$ cat src/rtl/input_conditioner.sv
// Key conditioning front end: sync + debounce + auto-repeat for moves, gravity tick, blink enable.
// Latency: a clean key edge reaches left/right/rot_final after 2 + DEBOUNCE_CYC cycles; all outputs registered.
// Backpressure: none; rot is held one cycle behind a move, gravity is held until an action-free cycle.
//
// Ports:
//   CLOCK_50                        system clock
//   resetn                          asynchronous reset, active-low
//   key_left_n/key_right_n/key_rot_n raw active-low buttons, asynchronous to CLOCK_50
//   grav_en                         1 = gravity timer runs, 0 = timer and pending tick cleared
//   left_final/right_final/rot_final one-cycle move pulses
//   tick_gravity                    one-cycle gravity step pulse
//   blink_g                         square wave, period 2*BLINK_CYC

// Per-key synchronizer and debouncer.
// Latency: level changes 2 + DEBOUNCE_CYC cycles after a clean raw edge.
// Backpressure: none.
//
// Ports: key_n raw button; level = debounced level in effect this cycle (1 = pressed);
//        held = debounced level of the previous cycle. level & ~held marks a press.
module ic_key_filter #(
    parameter int DEBOUNCE_CYC = 500_000
) (
    input  logic CLOCK_50,
    input  logic resetn,
    input  logic key_n,
    output logic level,
    output logic held
);
    localparam int CW = (DEBOUNCE_CYC > 1) ? $clog2(DEBOUNCE_CYC) : 1;

    logic          sync_a;
    logic          sync_b;
    logic          pressed;
    logic          settle;
    logic [CW-1:0] cnt;

    assign pressed = ~sync_b;

    // Settling is visible as 'level' in the same cycle the register updates,
    // so downstream logic sees the press one cycle earlier than 'held'.
    always_comb begin
        settle = (pressed != held) && (cnt == CW'(DEBOUNCE_CYC - 1));
        level  = settle ? pressed : held;
    end

    always_ff @(posedge CLOCK_50 or negedge resetn) begin
        if (!resetn) begin
            sync_a <= 1'b1;
            sync_b <= 1'b1;
            cnt    <= '0;
            held   <= 1'b0;
        end else begin
            sync_a <= key_n;
            sync_b <= sync_a;
            if (pressed == held) begin
                cnt <= '0;
            end else if (settle) begin
                held <= pressed;
                cnt  <= '0;
            end else begin
                cnt <= cnt + CW'(1);
            end
        end
    end
endmodule

// DAS-style auto-repeat for one move direction: IDLE -> DELAY -> REPEAT.
// Latency: fire is combinational from state; first fire in the press cycle, then every REPEAT_RATE after REPEAT_DELAY.
// Backpressure: none; inhibit or a released level forces IDLE without a pulse.
//
// Ports: level/press from the key filter; inhibit = opposite direction also held; fire = move request.
module ic_repeat #(
    parameter int REPEAT_DELAY = 12_500_000,
    parameter int REPEAT_RATE  = 5_000_000
) (
    input  logic CLOCK_50,
    input  logic resetn,
    input  logic level,
    input  logic press,
    input  logic inhibit,
    output logic fire
);
    localparam int RMAX = (REPEAT_DELAY > REPEAT_RATE) ? REPEAT_DELAY : REPEAT_RATE;
    localparam int RW   = (RMAX > 1) ? $clog2(RMAX) : 1;

    localparam logic [1:0] ST_IDLE   = 2'd0;
    localparam logic [1:0] ST_DELAY  = 2'd1;
    localparam logic [1:0] ST_REPEAT = 2'd2;

    logic [1:0]    state;
    logic [1:0]    state_nxt;
    logic [RW-1:0] cnt;
    logic [RW-1:0] cnt_nxt;

    // The counter is loaded with N-1 and fires on reaching 0, so the gap
    // between two pulses is exactly N cycles.
    always_comb begin
        state_nxt = state;
        cnt_nxt   = cnt;
        fire      = 1'b0;
        if (!level || inhibit) begin
            state_nxt = ST_IDLE;
            cnt_nxt   = '0;
        end else begin
            case (state)
                ST_IDLE: begin
                    if (press) begin
                        fire      = 1'b1;
                        cnt_nxt   = RW'(REPEAT_DELAY - 1);
                        state_nxt = ST_DELAY;
                    end
                end
                ST_DELAY: begin
                    if (cnt == '0) begin
                        fire      = 1'b1;
                        cnt_nxt   = RW'(REPEAT_RATE - 1);
                        state_nxt = ST_REPEAT;
                    end else begin
                        cnt_nxt = cnt - RW'(1);
                    end
                end
                ST_REPEAT: begin
                    if (cnt == '0) begin
                        fire    = 1'b1;
                        cnt_nxt = RW'(REPEAT_RATE - 1);
                    end else begin
                        cnt_nxt = cnt - RW'(1);
                    end
                end
                default: begin
                    state_nxt = ST_IDLE;
                    cnt_nxt   = '0;
                end
            endcase
        end
    end

    always_ff @(posedge CLOCK_50 or negedge resetn) begin
        if (!resetn) begin
            state <= ST_IDLE;
            cnt   <= '0;
        end else begin
            state <= state_nxt;
            cnt   <= cnt_nxt;
        end
    end
endmodule

// Top: three key filters, two repeat engines, action arbitration, gravity and blink timers.
// Latency: one register stage after arbitration; key edge to pulse is 2 + DEBOUNCE_CYC cycles.
// Backpressure: none; at most one deferred rot and one deferred gravity tick are held.
module input_conditioner #(
    parameter int DEBOUNCE_CYC = 500_000,
    parameter int REPEAT_DELAY = 12_500_000,
    parameter int REPEAT_RATE  = 5_000_000,
    parameter int GRAV_CYC     = 25_000_000,
    parameter int BLINK_CYC    = 12_500_000
) (
    input  logic CLOCK_50,
    input  logic resetn,
    input  logic key_left_n,
    input  logic key_right_n,
    input  logic key_rot_n,
    input  logic grav_en,
    output logic left_final,
    output logic right_final,
    output logic rot_final,
    output logic tick_gravity,
    output logic blink_g
);
    localparam int GW = (GRAV_CYC > 1) ? $clog2(GRAV_CYC) : 1;
    localparam int BW = (BLINK_CYC > 1) ? $clog2(BLINK_CYC) : 1;

    logic lvl_l, held_l, lvl_r, held_r, lvl_rot, held_rot;
    logic press_l, press_r, rot_press;
    logic both_held;
    logic fire_l, fire_r;

    logic          move_any;
    logic          rot_req;
    logic          rot_out;
    logic          rot_pend;
    logic          rot_pend_nxt;
    logic          action;
    logic [GW-1:0] grav_cnt;
    logic          grav_wrap;
    logic          grav_req;
    logic          grav_pend;
    logic          grav_pend_nxt;
    logic          tick_nxt;
    logic [BW-1:0] blink_cnt;

    ic_key_filter #(.DEBOUNCE_CYC(DEBOUNCE_CYC)) u_key_left (
        .CLOCK_50 (CLOCK_50),
        .resetn   (resetn),
        .key_n    (key_left_n),
        .level    (lvl_l),
        .held     (held_l)
    );

    ic_key_filter #(.DEBOUNCE_CYC(DEBOUNCE_CYC)) u_key_right (
        .CLOCK_50 (CLOCK_50),
        .resetn   (resetn),
        .key_n    (key_right_n),
        .level    (lvl_r),
        .held     (held_r)
    );

    ic_key_filter #(.DEBOUNCE_CYC(DEBOUNCE_CYC)) u_key_rot (
        .CLOCK_50 (CLOCK_50),
        .resetn   (resetn),
        .key_n    (key_rot_n),
        .level    (lvl_rot),
        .held     (held_rot)
    );

    assign press_l   = lvl_l & ~held_l;
    assign press_r   = lvl_r & ~held_r;
    assign rot_press = lvl_rot & ~held_rot;

    // Holding both directions cancels both; a still-held key needs a new
    // press edge afterwards because IDLE only leaves on press.
    assign both_held = lvl_l & lvl_r;

    ic_repeat #(.REPEAT_DELAY(REPEAT_DELAY), .REPEAT_RATE(REPEAT_RATE)) u_rep_left (
        .CLOCK_50 (CLOCK_50),
        .resetn   (resetn),
        .level    (lvl_l),
        .press    (press_l),
        .inhibit  (both_held),
        .fire     (fire_l)
    );

    ic_repeat #(.REPEAT_DELAY(REPEAT_DELAY), .REPEAT_RATE(REPEAT_RATE)) u_rep_right (
        .CLOCK_50 (CLOCK_50),
        .resetn   (resetn),
        .level    (lvl_r),
        .press    (press_r),
        .inhibit  (both_held),
        .fire     (fire_r)
    );

    // Rot yields to a move; one rot can wait. Gravity yields to any action
    // and its pending flag carries it to the first quiet cycle.
    always_comb begin
        move_any      = fire_l | fire_r;
        rot_req       = rot_press | rot_pend;
        rot_out       = rot_req & ~move_any;
        rot_pend_nxt  = rot_req & move_any;
        action        = move_any | rot_out;
        grav_wrap     = grav_en && (grav_cnt == GW'(GRAV_CYC - 1));
        grav_req      = grav_pend | grav_wrap;
        tick_nxt      = grav_en & grav_req & ~action;
        grav_pend_nxt = grav_en & grav_req & action;
    end

    always_ff @(posedge CLOCK_50 or negedge resetn) begin
        if (!resetn) begin
            grav_cnt <= '0;
        end else if (!grav_en || grav_wrap) begin
            grav_cnt <= '0;
        end else begin
            grav_cnt <= grav_cnt + GW'(1);
        end
    end

    always_ff @(posedge CLOCK_50 or negedge resetn) begin
        if (!resetn) begin
            blink_cnt <= '0;
            blink_g   <= 1'b0;
        end else if (blink_cnt == BW'(BLINK_CYC - 1)) begin
            blink_cnt <= '0;
            blink_g   <= ~blink_g;
        end else begin
            blink_cnt <= blink_cnt + BW'(1);
        end
    end

    always_ff @(posedge CLOCK_50 or negedge resetn) begin
        if (!resetn) begin
            rot_pend     <= 1'b0;
            grav_pend    <= 1'b0;
            left_final   <= 1'b0;
            right_final  <= 1'b0;
            rot_final    <= 1'b0;
            tick_gravity <= 1'b0;
        end else begin
            rot_pend     <= rot_pend_nxt;
            grav_pend    <= grav_pend_nxt;
            left_final   <= fire_l;
            right_final  <= fire_r;
            rot_final    <= rot_out;
            tick_gravity <= tick_nxt;
        end
    end
endmodule

$ cat config.mk
export PLATFORM = sky130hd
export DESIGN_NAME = input_conditioner
export DESIGN_NICKNAME = d
export VERILOG_FILES = /design/src/rtl/input_conditioner.sv
export SDC_FILE = /design/constraint.sdc
export NUM_CORES = 1
export LEC_CHECK = 0
export ABC_AREA = 1
export CORE_MARGIN = 2
export CORE_UTILIZATION = 40
export DETAILED_ROUTE_END_ITERATION = 7
export GPL_ROUTABILITY_DRIVEN = 0
export PLACE_DENSITY = 0.56
export SLEW_MARGIN = 5
export SYNTH_ARGS = -nofsm -noshare
export SYNTH_HDL_FRONTEND = slang
export SYNTH_SLANG_ARGS = --single-unit
$ cat constraint.sdc
create_clock -name CLOCK_50 -period 5.3 [get_ports CLOCK_50]
set_input_delay 1.325 -clock CLOCK_50 [delete_from_list [all_inputs] [get_ports CLOCK_50]]
set_output_delay 1.325 -clock CLOCK_50 [all_outputs]
set_load 0.05 [all_outputs]
==> flow_metrics.tcl, run 1 <==
set metrics [dict create \
    crit_cells 1 \
    finalPower_mw 2.78 \
    cts-root-buf "clkbuf_16" \
    first_global_vias 8251 \
    route.antenna.remaining_nets 0 \
    row_count 58 \
    max_freq_mhz 343 \
    crit_required_ps 3970 \
    syn_inst 1374 \
    routed_wl_um 23000 \
    max_stage_delay_ps 800 \
    drive_gt1_share_pct 6.00 \
    cts_tree "yes" \
    cts_sinks 174 \
    fin_worst_skew_ps 13.7 \
    ir_drop_mv 0.163 \
    cp_top_family "buffers and inverters" \
    p_per_area_nw_per_um2 245 \
    reg2reg_slack_ps 2700 \
    period_share_pct 55.0 \
    die_area_um2 26900 \
    finalSetupTns_ps 0 \
    post_cts_resized 0 \
    reg2reg_from "u_key_left.cnt[0]" \
    final_common_cell "nand2_1" \
    synth.area.top_cells "dfrtp_1, nand2_1, nor2_1" \
    post-cts-setup-buffer-count 0 \
    path_cells "clkdlybuf4s50_1" \
    maxSlewViolCount 0 \
    setup_viol 0 \
    endpoint_kind "output pin" \
    hold_depth 0 \
    io_buffers 10 \
    crit_type "flip-flop to output pin" \
    antennaDiodeCount 0 \
    fin_crit_ps 2910 \
    power_leakage_nw 5.57 \
    htreeDepth 4 \
    cp_max_fo 2 \
    status "finished clean" \
    pin_count 11 \
    timing.rr.end "u_rep_left.cnt[16]" \
    clk_path_buf_depth 2 \
    grt_overflow 0 \
    start_kind "flip-flop" \
    hold_viol_final 0 \
    synth_top_cell_by_area "dfrtp_1" \
    synth_top_area_share_pct 41.0 \
    cts_hold_buffers 0 \
    track_usage_pct 18.2 \
    worst_path_max_delay_cell "clkdlybuf4s50_1" \
    ys_seq_area_share_pct 42.6 \
    fp.dieH_um 164 \
    ys_ff_latch 174 \
    area_growth_pct 10.5 \
    drt_iter0_markers 527 \
    rr_worst_depth 10 \
    min-delay-start "u_key_right.sync_a" \
    maxCapViolations 0 \
    worstHoldPathType "flip-flop to flip-flop" \
    layout_common_cells "nand2_1, nor2_1, inv_1" \
    nets 1412 \
    min_to "u_key_right.sync_b" \
    grt_max_degree 112 \
    viasPerCell 4.97 \
    cts_buffers 17 \
    yosysUniqueCellTypes 45 \
    antenna_found_initial 0 \
    core-area_um2 25200 \
    slew_headroom_pct 39.1 \
    wire_per_inst_um 13.3 \
    dp_hpwl_um 16600 \
    tightestPinTransition_ps 913 \
    crit_arrival_ps 1590 \
    start_util_pct 40.7 \
    die_w_um 164 \
    rsz0062_at_grt "false" \
    syn_area_per_cell_um2 7.46 \
    clk_latency_ps 430 \
    synth_fp_nets 1399 \
    path_buf_inv 1 \
    drc_errors 0 \
    synth_area_um2 10200 \
    grt_pass1_wl_um 39800 \
    vias 8595 \
    clk_pin_slew_ps 70 \
    dr.pass1.iters 5 \
    yosysWarnings 0 \
]
-- final cells by class --
cell class | count | area [µm²]
Clock buffer | 20 | 457
Clock inverter | 12 | 183
Fill cell | 2521 | 13900
Inverter | 185 | 694
Multi-Input combinational cell | 998 | 5090
Sequential cell | 174 | 4360
Tap cell | 330 | 413
Timing Repair Buffer | 11 | 124
-- synthesized netlist by cell type, drive strengths merged --
cell type,n
nor3b,7
o211a,2
dfstp,6
a21oi,37
clkinv,3
inv,182
and2,2
o31ai,1
nand4,43
nand3b,2
nor2,249
nand2,295
nor4,12
clkbuf,6
a211oi,5
ha,19
o22ai,1
xnor2,16
o21bai,6
o41ai,1
nor3,47
a31oi,3
o211ai,6
dfrtp,168
or2,7
xor2,49
nand3,116
o21ai,68
and3,3
a31o,1
buf,11
-- cells by family (layout without fill, tap and decap cells) --
logic type	count (synthesis)	after routing	synth area share, %
buf+inv	202	228	7.74
fa+ha+maj	19	19	2.32
flops	174	174	42.6
compound gates	131	131	7.30
simple gates	783	783	34.5
xor+xnor	65	65	5.56
-- worst max path at each step --
stage	start	endpoint	slack [ps]
after floorplan	blink_g	blink_g	3360
after global placement	u_key_left.cnt[0]	u_rep_left.cnt[16]	2770
after detailed placement	u_key_left.cnt[0]	u_rep_left.cnt[16]	2700
after CTS	blink_g	blink_g	2360
after global routing	blink_g	blink_g	2330
final	blink_g	blink_g	2390
-- layer usage --
metal / GRT usage (%) / share of wire, % / up-vias
li1: - / - / 4449
met1: 25.9 / 50 / 4002
met2: 28.8 / 46 / 122
met3: 2.88 / 3.0 / 22
met4: 5.18 / 1.6 / 0
met5: 0 / 0 / -
-- per-stage QoR --
step | instance area [µm²] | std cells | util [%] | setup slack, ps | hold slack, ps
6_report | 11300 | 1730 | 45.0 | 2390 | 359
4_1_cts | 11300 | 1730 | 45.0 | 2360 | 360
3_5_place_dp | 10700 | 1698 | 42.4 | 2700 | 350
5_1_grt | 11300 | 1730 | 45.0 | 2330 | 365
2_1_floorplan | 10200 | 1374 | - | 3360 | 345
3_3_place_gp | 10700 | 1698 | 42.4 | 2770 | 348
-- where the power goes --
part	leakage (nW)	internal [mW]	switching [mW]	total, mW
combinational	2.88	0.0145	0.0456	0.0601
clock	0.304	0.820	0.551	1.37
sequential	2.39	1.34	0.00855	1.35
total	5.57	2.17	0.605	2.78
-- registers in the layout, indices dropped and copies added (netlist names), 19 cells and up --
| signal | cells |
|---|---|
| u_key_rot.cnt | 19 |
| u_rep_left.cnt | 24 |
| u_rep_right.cnt | 24 |
| u_key_left.cnt | 19 |
| grav_cnt | 25 |
| u_key_right.cnt | 19 |
| blink_cnt | 24 |
Note: power is estimated with default switching activity, not from simulation.
==> inputs of run 2 (changes only) <==
==> constraint.sdc (replaced) <==
create_clock -name CLOCK_50 -period 2.8 [get_ports CLOCK_50]
set_input_delay 0.7 -clock CLOCK_50 [delete_from_list [all_inputs] [get_ports CLOCK_50]]
set_output_delay 0.7 -clock CLOCK_50 [all_outputs]
set_load 0.05 [all_outputs]
==> flow_metrics.tcl, run 2 (synthesis gave the netlist of run 1 again) <==
set metrics [dict create \
    placedCellCount 1705 \
    viasPerCell 4.95 \
    crit_required_ps 2100 \
    cts_buffers 17 \
    hold_viol_final 0 \
    clk_latency_ps 440 \
    routed_wl_um 22900 \
    pin_count 11 \
    largest_reg_flops 25 \
    wire_per_inst_um 13.2 \
    grt_overflow 0 \
    multiInputGateArea_um2 5090 \
    dp_hpwl_um 16800 \
    cts_sinks 174 \
    antennaDiodeCount 0 \
    drt_iter0_markers 380 \
    finalSetupTns_ps 0 \
    cts-root-buf "clkbuf_16" \
    final_core_util_pct 45.1 \
    rr_worst_depth 9 \
    cp_max_fo 1 \
    drive_gt1_share_pct 6.54 \
    cts_hold_buffers 0 \
    grt_pass1_wl_um 40400 \
    period_share_pct 83.7 \
    core-area_um2 25200 \
    layout_common_cells "nand2_1, nor2_1, inv_1" \
    status "finished clean" \
    die_area_um2 26900 \
    cts_tree "yes" \
    fin_crit_ps 2340 \
    worst_path_max_delay_cell "clkdlybuf4s50_1" \
    rsz0062_at_grt "false" \
    path_cells "clkdlybuf4s50_1" \
    track_usage_pct 18.4 \
    finish.instance_area_um2 11300 \
    first_global_vias 8611 \
    top_register "grav_cnt" \
    final_common_cell "nand2_1" \
    finalPower_mw 5.12 \
    area_growth_pct 10.8 \
    maxCapViolations 0 \
    htreeDepth 4 \
    tightestPinTransition_ps 590 \
    path_buf_inv 1 \
    start_kind "flip-flop" \
    crit_arrival_ps 1640 \
    nets 1419 \
    antenna_found_initial 0 \
    fin_worst_skew_ps 18.4 \
    start_util_pct 40.7 \
    setup_viol 0 \
    ff_latch_area_um2 4360 \
    dr.pass1.iters 5 \
    ir_drop_mv 0.345 \
    post-cts-setup-buffer-count 0 \
    maxSlewViolCount 0 \
    vias 8606 \
    clk_pin_slew_ps 70 \
    row_count 58 \
    post_cts_resized 0 \
    io_buffers 10 \
    max_freq_mhz 426 \
    worstHoldPathType "input pin to async pin" \
    route.antenna.remaining_nets 0 \
    power_leakage_nw 5.60 \
    crit_cells 1 \
    clk_path_buf_depth 2 \
    crit_type "flip-flop to output pin" \
    final.fill_count 2490 \
    fp.dieH_um 164 \
    final_cells 1737 \
    endpoint_kind "output pin" \
    max_stage_delay_ps 820 \
    placed_cell_area_um2 10700 \
    slew_headroom_pct 60.6 \
    drc_errors 0 \
    grt_max_degree 53 \
    die_w_um 164 \
    cp_top_family "buffers and inverters" \
    p_per_area_nw_per_um2 451 \
]
## run 2: changes by cell type in the layout (fill, tap and decap cells not counted)
cell	delta
buf_12	+1
bufinv_16	-2
clkinvlp_4	-1
clkinv_4	+2
buf_4	+6
clkbuf_1	-1
clkbuf_8	+1
inv_6	-1
clkinv_2	+2
## run 2: worst paths after layout
| kind | start | slack (ps) | to |
|---|---|---|---|
| setup / recovery | rot_final | 460 | rot_final |
| hold / removal | resetn | 170 | blink_cnt[18] |
| setup reg to reg | u_key_right.cnt[0] | 480 | u_rep_right.cnt[14] |
| hold reg to reg | u_key_left.sync_a | 360 | u_key_left.sync_b |
| max in group asynchronous | resetn | 1830 | u_key_left.sync_b |
| min in group CLOCK_50 | u_key_left.sync_a | 360 | u_key_left.sync_b |
## run 2: power by group
part | switching, mW | total [mW] | internal (mW)
sequential | 0.0156 | 2.55 | 2.53
combinational | 0.0884 | 0.121 | 0.0331
clock | 1.05 | 2.44 | 1.39
## run 2: cell type report
class / count / share of cell area, %
Inverter: 185 / 6.12
Clock inverter: 12 / 1.18
Timing Repair Buffer: 18 / 1.66
Clock buffer: 20 / 4.11
Multi-Input combinational cell: 998 / 44.9
Tap cell: 330 / 3.64
Sequential cell: 174 / 38.4
## run 2: stage by stage
step | worst slack (ps) | hold slack [ps]
final | 455 | 173
after global routing | 218 | 188
after CTS | 437 | 174
after detailed placement | 497 | 347
after global placement | 596 | 346
after floorplan | 1030 | 345
## run 2: routing by layer
metal / share of wire [%] / global-route usage (%)
met1: 49 / 24.7
met2: 47 / 30.9
met3: 2.7 / 2.83
met4: 1.5 / 5.30
met5: 0 / 0
